`src/rtl/sipo_deframer_pkg.sv`:
```
// Shared types and helpers for the serial-in/parallel-out deframer.
// Optional feature macro: SIPO_PARITY_EN (one even-parity bit per frame).
package sipo_pkg;

    typedef enum logic {IDLE, SHIFT} sipo_state_t;

    // Number of serial bits per frame: data bits, plus one parity bit when enabled.
    function automatic int unsigned frame_bits(input int unsigned width);
`ifdef SIPO_PARITY_EN
        return width + 1;
`else
        return width;
`endif
    endfunction

endpackage

```
`src/rtl/sipo_deframer_if.sv`:
```
// Serial input and parallel valid/ready output bundle of the deframer.
// slave is the deframer side, master is the producer/consumer side.
interface sipo_deframer_if #(
    parameter int unsigned WIDTH = 4
);
    logic             sin;
    logic             sin_valid;
    logic             sof;
    logic [WIDTH-1:0] pout;
    logic             pout_valid;
    logic             pout_ready;
    logic             parity_err;

    modport slave (
        input  sin, sin_valid, sof, pout_ready,
        output pout, pout_valid, parity_err
    );

    modport master (
        output sin, sin_valid, sof, pout_ready,
        input  pout, pout_valid, parity_err
    );
endinterface

```
`src/rtl/sipo_deframer_out_reg.sv`:
```
// Output holding register: pout/pout_valid/parity_err with valid/ready
// handshake and the sticky overrun flag.
module sipo_out_reg #(
    parameter int unsigned WIDTH = 4
) (
    input  logic             clk,
    input  logic             rst,
    input  logic             load,
    input  logic [WIDTH-1:0] word,
    input  logic             word_perr,
    input  logic             pout_ready,
    input  logic             err_clr,
    output logic [WIDTH-1:0] pout,
    output logic             pout_valid,
    output logic             parity_err,
    output logic             overrun
);

    logic can_load;

    // Register is free when empty or being drained this cycle.
    always_comb begin
        can_load = !pout_valid || pout_ready;
    end

    // Hold, load or release the output word; track dropped words.
    always_ff @(posedge clk) begin
        if (rst) begin
            pout       <= '0;
            pout_valid <= 1'b0;
            parity_err <= 1'b0;
            overrun    <= 1'b0;
        end else begin
            if (load && can_load) begin
                pout       <= word;
                parity_err <= word_perr;
                pout_valid <= 1'b1;
            end else if (pout_valid && pout_ready) begin
                pout_valid <= 1'b0;
            end

            if (load && !can_load) begin
                overrun <= 1'b1;
            end else if (err_clr) begin
                overrun <= 1'b0;
            end
        end
    end

endmodule

```
`src/rtl/sipo_deframer.sv`:
```
// MSB-first serial-to-parallel deframer with start-of-frame delimiting.
// Optional feature macro: SIPO_PARITY_EN (adds an even-parity bit per frame).
module sipo_deframer
    import sipo_pkg::*;
#(
    parameter int unsigned WIDTH = 4
) (
    input  logic                clk,
    input  logic                rst,
    sipo_deframer_if.slave      bus,
    output logic                overrun,
    output logic                frame_err,
    input  logic                err_clr
);

    localparam int unsigned FRAME_BITS = frame_bits(WIDTH);
    localparam int unsigned CW         = $clog2(WIDTH + 2);
    localparam int unsigned SW         = FRAME_BITS - 1;
    localparam logic [CW-1:0] LAST     = CW'(FRAME_BITS - 1);

    sipo_state_t       state;
    logic [SW-1:0]     shreg;
    logic [CW-1:0]     cnt;
    logic [FRAME_BITS-1:0] frame_nxt;
    logic [WIDTH-1:0]  word;
    logic              word_perr;
    logic              done;

    // Shift register only keeps the bits needed to assemble a frame together
    // with the bit arriving on the completing cycle; the full frame is frame_nxt.
    always_comb begin
        frame_nxt = {shreg, bus.sin};
        word      = frame_nxt[FRAME_BITS-1 -: WIDTH];
`ifdef SIPO_PARITY_EN
        word_perr = ^frame_nxt;
`else
        word_perr = 1'b0;
`endif
        done      = bus.sin_valid && !bus.sof && (state == SHIFT) && (cnt == LAST);
    end

    // Frame FSM, shifter, bit counter and sticky framing-error flag.
    always_ff @(posedge clk) begin
        if (rst) begin
            state     <= IDLE;
            shreg     <= '0;
            cnt       <= '0;
            frame_err <= 1'b0;
        end else begin
            if (bus.sin_valid) begin
                case (state)
                    IDLE: begin
                        if (bus.sof) begin
                            shreg <= frame_nxt[SW-1:0];
                            cnt   <= CW'(1);
                            state <= SHIFT;
                        end
                    end
                    SHIFT: begin
                        shreg <= frame_nxt[SW-1:0];
                        if (bus.sof) begin
                            cnt <= CW'(1);
                        end else if (cnt == LAST) begin
                            cnt   <= '0;
                            state <= IDLE;
                        end else begin
                            cnt <= cnt + CW'(1);
                        end
                    end
                    default: state <= IDLE;
                endcase
            end

            if (bus.sin_valid && bus.sof && (state == SHIFT)) begin
                frame_err <= 1'b1;
            end else if (err_clr) begin
                frame_err <= 1'b0;
            end
        end
    end

    sipo_out_reg #(
        .WIDTH (WIDTH)
    ) u_out_reg (
        .clk        (clk),
        .rst        (rst),
        .load       (done),
        .word       (word),
        .word_perr  (word_perr),
        .pout_ready (bus.pout_ready),
        .err_clr    (err_clr),
        .pout       (bus.pout),
        .pout_valid (bus.pout_valid),
        .parity_err (bus.parity_err),
        .overrun    (overrun)
    );

endmodule

```
`src/flat_wrapper.sv`:
```
// flat-port wrapper written by rule: the top's interface ports become plain ports
module sipo_deframer_flat import sipo_pkg::*;
#(
    parameter int unsigned WIDTH = 4
)
  (clk, rst, overrun, frame_err, err_clr, bus_sin, bus_sin_valid, bus_sof, bus_pout_ready, bus_pout, bus_pout_valid, bus_parity_err);
  sipo_deframer_if #(.WIDTH(WIDTH)) bus_i ();
  input  logic clk;
  input  logic rst;
  output logic overrun;
  output logic frame_err;
  input  logic err_clr;
  input wire logic [$bits(bus_i.sin)-1:0] bus_sin;
  input wire logic [$bits(bus_i.sin_valid)-1:0] bus_sin_valid;
  input wire logic [$bits(bus_i.sof)-1:0] bus_sof;
  input wire logic [$bits(bus_i.pout_ready)-1:0] bus_pout_ready;
  output wire logic [$bits(bus_i.pout)-1:0] bus_pout;
  output wire logic [$bits(bus_i.pout_valid)-1:0] bus_pout_valid;
  output wire logic [$bits(bus_i.parity_err)-1:0] bus_parity_err;
  assign bus_i.sin = bus_sin;
  assign bus_i.sin_valid = bus_sin_valid;
  assign bus_i.sof = bus_sof;
  assign bus_i.pout_ready = bus_pout_ready;
  assign bus_pout = bus_i.pout;
  assign bus_pout_valid = bus_i.pout_valid;
  assign bus_parity_err = bus_i.parity_err;
  sipo_deframer #(.WIDTH(WIDTH)) u_core (.clk(clk), .rst(rst), .bus(bus_i), .overrun(overrun), .frame_err(frame_err), .err_clr(err_clr));
endmodule
```
`config.mk`:
```
export PLATFORM = sky130hd
export DESIGN_NAME = sipo_deframer_flat
export DESIGN_NICKNAME = d
export VERILOG_FILES = /design/src/rtl/sipo_deframer_pkg.sv /design/src/rtl/sipo_deframer_if.sv /design/src/rtl/sipo_deframer_out_reg.sv /design/src/rtl/sipo_deframer.sv /design/src/flat_wrapper.sv
export SDC_FILE = /design/constraint.sdc
export NUM_CORES = 1
export LEC_CHECK = 0
export ABC_AREA = 0
export CORE_AREA = 5 5 42 44
export DETAILED_ROUTE_END_ITERATION = 16
export DIE_AREA = 0 0 47 49
export PLACE_DENSITY = 0.75
export SLEW_MARGIN = 10
export SYNTH_ARGS = -nofsm -noshare
export SYNTH_HDL_FRONTEND = slang
export SYNTH_SLANG_ARGS = --single-unit
export TNS_END_PERCENT = 10
```
`constraint.sdc`:
```
create_clock -name clk -period 2.3 [get_ports clk]
set_input_delay 0.345 -clock clk [delete_from_list [all_inputs] [get_ports clk]]
set_output_delay 0.345 -clock clk [all_outputs]
set_load 0.01 [all_outputs]
```
# == Yosys cells after proc, flatten, opt, wreduce, memory -nomap -nowiden ==
# Index checks and enable logic that the tools add are counted.
# op_classes
add_sub_neg,1
n_mul,0
div_mod_pow,0
order_cmp,0
n_eq_ne,2
n_shift,0
n_mux,15
n_bitwise,1
reduce_logical,16
# op_table
cell,count
$mux 3,4
$pmux 3 s2,2
$logic_and 1x1->1,8
$mux 1,8
$reduce_bool 2->1,3
$add 3x1->3 const B,1
$eq 3x2->1 const B,1
$logic_not 1->1,3
$ne 2x2->1 const B,1
$pmux 1 s2,1
$reduce_and 2->1,1
$logic_or 1x1->1,1
$not 1->1,1
# word_totals
regBits,14
latch_bits,0
ramBits,0
rom_bits,0
out_inout_bits,8
memories,0

# == Depth between registers and ports, before layout ==
# logic_depth
ltp_word,6
ltp_mapped,4
ltp_nobuf,4

# == By module ==
# A second synthesis with hierarchy kept.
# unflattened
cells_unflattened,68
hier_area_um2,651.9
# modules_own_cells
module,n_inst,cells_each,area_per_inst_um2,seq_area_each_um2
sipo_deframer,1,37,339.1,160.2
sipo_out_reg,1,31,312.8,140.1

# == Worst setup path after synthesis ==
# No wires, ideal clock.
# synth_path
path_type,reg-to-reg
from,register u_core.cnt[0]
to,register u_core.u_out_reg.pout[0]
setup_time_ns,0.072
arrival_ns,1.102
required_ns,2.228
path_slack_ns,1.127
path_stages_with_launch,5
n_path_buf,0
path_cell_list,dfxtp_1 > ha_1 > nand2b_1 > nor4_4 > mux2i_1
# synth_between
elab_chain_len,3
# synth_lines
item,line,rtl
from (decl),sipo_deframer.sv:23,logic [CW-1:0] cnt;
from (signal assigned),sipo_deframer.sv:67,cnt <= cnt + CW'(1);
$eq 3x2->1,sipo_deframer.sv:39,done = bus.sin_valid && !bus.sof && (state == SHIFT) && (cnt == LAST);
$logic_and 1x1->1,sipo_deframer.sv:39,
$logic_and 1x1->1,sipo_deframer_out_reg.sv:34,if (load && can_load) begin
to (signal assigned),sipo_deframer_out_reg.sv:35,pout <= word;
to (decl),sipo_deframer_out_reg.sv:13,"output logic [WIDTH-1:0] pout,"
# Every way passes these cells.
# A chain may end at the register's enable or synchronous reset.

# == Final worst setup path ==
# layout_path
from,register u_core.frame_err
to,output frame_err
# layout_rtl
item,line,rtl
from (decl),sipo_deframer.sv:12,"output logic frame_err,"
from (signal assigned),sipo_deframer.sv:48,frame_err <= 1'b0;
from (signal assigned),sipo_deframer.sv:75,frame_err <= 1'b1;
from (signal assigned),sipo_deframer.sv:77,frame_err <= 1'b0;
to (decl),flat_wrapper.sv:11,output logic frame_err;
# No word-level cell between the ends.

==> impl_metrics.ini <==
[synthesis]
yosysSeqAreaShare = 0.4571
netlist-cell-type-count = 22
syn-instance-count = 64
yosys-top-cells-area = dfxtp_1 (46%), mux2i_1 (11%), nand2b_1 (9.2%)
yosys.area.top_type_share = 0.4571
yosysWarnings = 0
yosys.area.top_type = dfxtp_1
synth_seq_cells = 14
syn_area_um2 = 613.1
syn_avg_cell_area_um2 = 9.580
syn-num-nets = 72

[sta]
period_needed_ps = 1501
final.setup_skew_ps = 4.513
setup_violations = 0
min_period_over_period = 0.6528
worst_slew_pin_slew_ps = 547.7
hold_viol = 0
finalMaxSlewViolations = 0
relSlewSlack = 0.6337
rsz0062_at_grt = false
setup_tns_ps = 0
fmax_ghz = 0.6660
finalWorstSetupSlack_ps = 798.6

[power_and_ir_drop]
switching_share = 0.2187
total_power_mw = 0.4654
p_leak_nw = 0.2953
p_clk_frac = 0.375
pwr_density_cell_nw_per_um2 = 593.3
p_int_mw = 0.3636
seq_power_share = 0.542
switchingPower_mw = 0.1018
irDropWorstVdd_uv = 344.3
combPwrFrac = 0.083

[routing]
antenna_left = 0
viasPerCell = 5.096
first_pass_iters = 4
first_iter_violations = 4
routed_wl_um = 1111
wl_per_cell_um = 11.82
drc = 0
vias = 479

[global_route]
grt.total_usage = 0.1083
first_global_vias = 428
grt_pass1_wl_um = 1856
grt_max_degree = 20
antenna_found_initial = 0
grt_overflow = 0

[critical_path]
cp_max_fo = 2
endpoint_kind = output pin
crit_slowest_cell = clkdlybuf4s50_1
critPathBufInv = 1
rr_worst_depth = 4
r2r-end = u_core.u_out_reg.pout[1]$_SDFFE_PP0P_
cp_cell_sequence = clkdlybuf4s50_1
cpPeakStageDelay_ps = 540
critPathTopFamily = buffers and inverters
cp.arrival_ps = 1160
cp-endpoint = frame_err
crit_required_ps = 1960
crit_type = register to output pin
r2r_slack_ps = 910
crit_start = u_core.frame_err$_SDFFE_PP0P_
rr_startpoint = u_core.cnt[0]$_SDFFE_PP0P_
path_depth = 1
start_kind = register

[placement]
place_ws_ps = 516.9
placed_cells = 90
gp_congestion = 0.6959
dp.final_hpwl_um = 809.5
io_buffer_count = 13

[worst_hold_path]
holdCritPathClass = register to register
hold_start = u_core.u_out_reg.pout[2]$_SDFFE_PP0P_

[cts]
clk_latency_ps = 270
cts_made_buffers = 3
cts_tree = built
post_cts_buffers = 0
cts_hold_buf = 0
cts_resized = 0
clk_pin_slew_ps = 90
root_buffer = clkbuf_4
htreeDepth = 1
cts.sinks = 14
clockBufferDepth = 2

[die]
start_util = 0.4375
top_level_ports = 15
die_h_um = 49
die_w_um = 47
dieArea_um2 = 2303
core_area_um2 = 1401
num_rows = 14

[cells_and_area]
layout-drive-gt1-share = 0.08974
antenna_cells = 0
syn_to_final_growth_pct = 27.96
final_cells = 94
final_util = 0.5598
fin_nets = 87

[outcome]
outcome = finished, final reports clean

[job]
max_cap_violations = 0
-- cells in the final DEF, fill, tap and decap left out, types with 2 or more instances in the layout --
| master | count |
|---|---|
| a21oi_1 | 3 |
| a32oi_1 | 3 |
| clkbuf_4 | 3 |
| clkdlybuf4s50_1 | 13 |
| dfxtp_1 | 14 |
| inv_1 | 3 |
| mux2i_1 | 7 |
| nand2b_1 | 9 |
| nor2_1 | 8 |
| nor2b_1 | 2 |
-- synth_stat cells, drive strengths merged --
cell and number:
a21oi 3, a31oi 1, a32oi 3, and3b 1, buf 1, clkbuf 2, conb 1, dfxtp 14
ha 1, inv 3, mux2i 7, nand2 2, nand2b 9, nand3b 1, nor2 8, nor2b 2
nor3b 1, nor4 1, o21ai 2, o31ai 1
-- registers in the layout, indices dropped and copies added, names as in the netlist --
| register | count |
|---|---|
| u_core.u_out_reg.pout_valid | 1 |
| u_core.state | 1 |
| u_core.frame_err | 1 |
| u_core.cnt | 3 |
| u_core.u_out_reg.pout | 4 |
| u_core.u_out_reg.overrun | 1 |
| u_core.shreg | 3 |
-- tightest hold or removal path, stage by stage (launching register included) --
cell and delay [ps]:
dfxtp_1 320, nand2b_1 60, mux2i_1 60
-- worst min path at each step --
| stage | endpoint | slack (ps) | cells after the start |
|---|---|---|---|
| floorplan | u_core.u_out_reg.pout[3]$_SDFFE_PP0P_ | 450 | 2 |
| global placement | u_core.u_out_reg.pout[1]$_SDFFE_PP0P_ | 460 | 2 |
| detailed placement | u_core.u_out_reg.pout[0]$_SDFFE_PP0P_ | 460 | 2 |
| CTS | u_core.u_out_reg.pout[0]$_SDFFE_PP0P_ | 480 | 2 |
| global route | u_core.u_out_reg.pout[1]$_SDFFE_PP0P_ | 500 | 2 |
| finish | u_core.u_out_reg.pout[2]$_SDFFE_PP0P_ | 480 | 2 |
-- power by group through the flow --
stage / Sequential [mW] / Combinational (mW) / Clock (mW)
6_report: 0.252 / 0.0387 / 0.175
5_1_grt: 0.253 / 0.0433 / 0.188
4_1_cts: 0.252 / 0.0389 / 0.178
3_5_place_dp: 0.258 / 0.0388 / 0
3_3_place_gp: 0.258 / 0.0383 / 0
2_1_floorplan: 0.257 / 0.0232 / 0
-- through the flow --
| stage | hold slack, ps | instance area (µm²) |
|---|---|---|
| 5_1_grt | 501.5 | 784.5 |
| 6_report | 478.2 | 784.5 |
| 2_1_floorplan | 451.6 | 613.1 |
| 3_3_place_gp | 460.4 | 748.2 |
| 3_5_place_dp | 463.3 | 748.2 |
| 4_1_cts | 482.1 | 784.5 |
-- per-layer routing --
| metal | global-route usage | share of wire | up-vias |
|---|---|---|---|
| met5 | 0 | 0 | - |
| met4 | 0.05530 | 0.013 | 0 |
| met3 | 0.04059 | 0.045 | 2 |
| met2 | 0.1403 | 0.44 | 6 |
| met1 | 0.1518 | 0.50 | 225 |
| li1 | - | - | 246 |
-- cell families after synthesis --
group / after synthesis / share of synthesized area
AOI/OAI and AO/OA: 10 / 0.1061
adders and majority gates: 1 / 0.02040
buffers and inverters: 6 / 0.04286
DFF: 14 / 0.4571
muxes: 7 / 0.1143
other: 1 / 0.006117
and+or+nand+nor: 25 / 0.2531
-- final cells by class --
cell class	instances	area [µm²]
sequential	14	280.3
clock buffer	4	36.28
timing repair buffer	13	130.1
fill	129	616.8
tap	16	20.02
multi-input combinational	44	306.5
inverter	3	11.26
(Power assumes the default switching activity.)
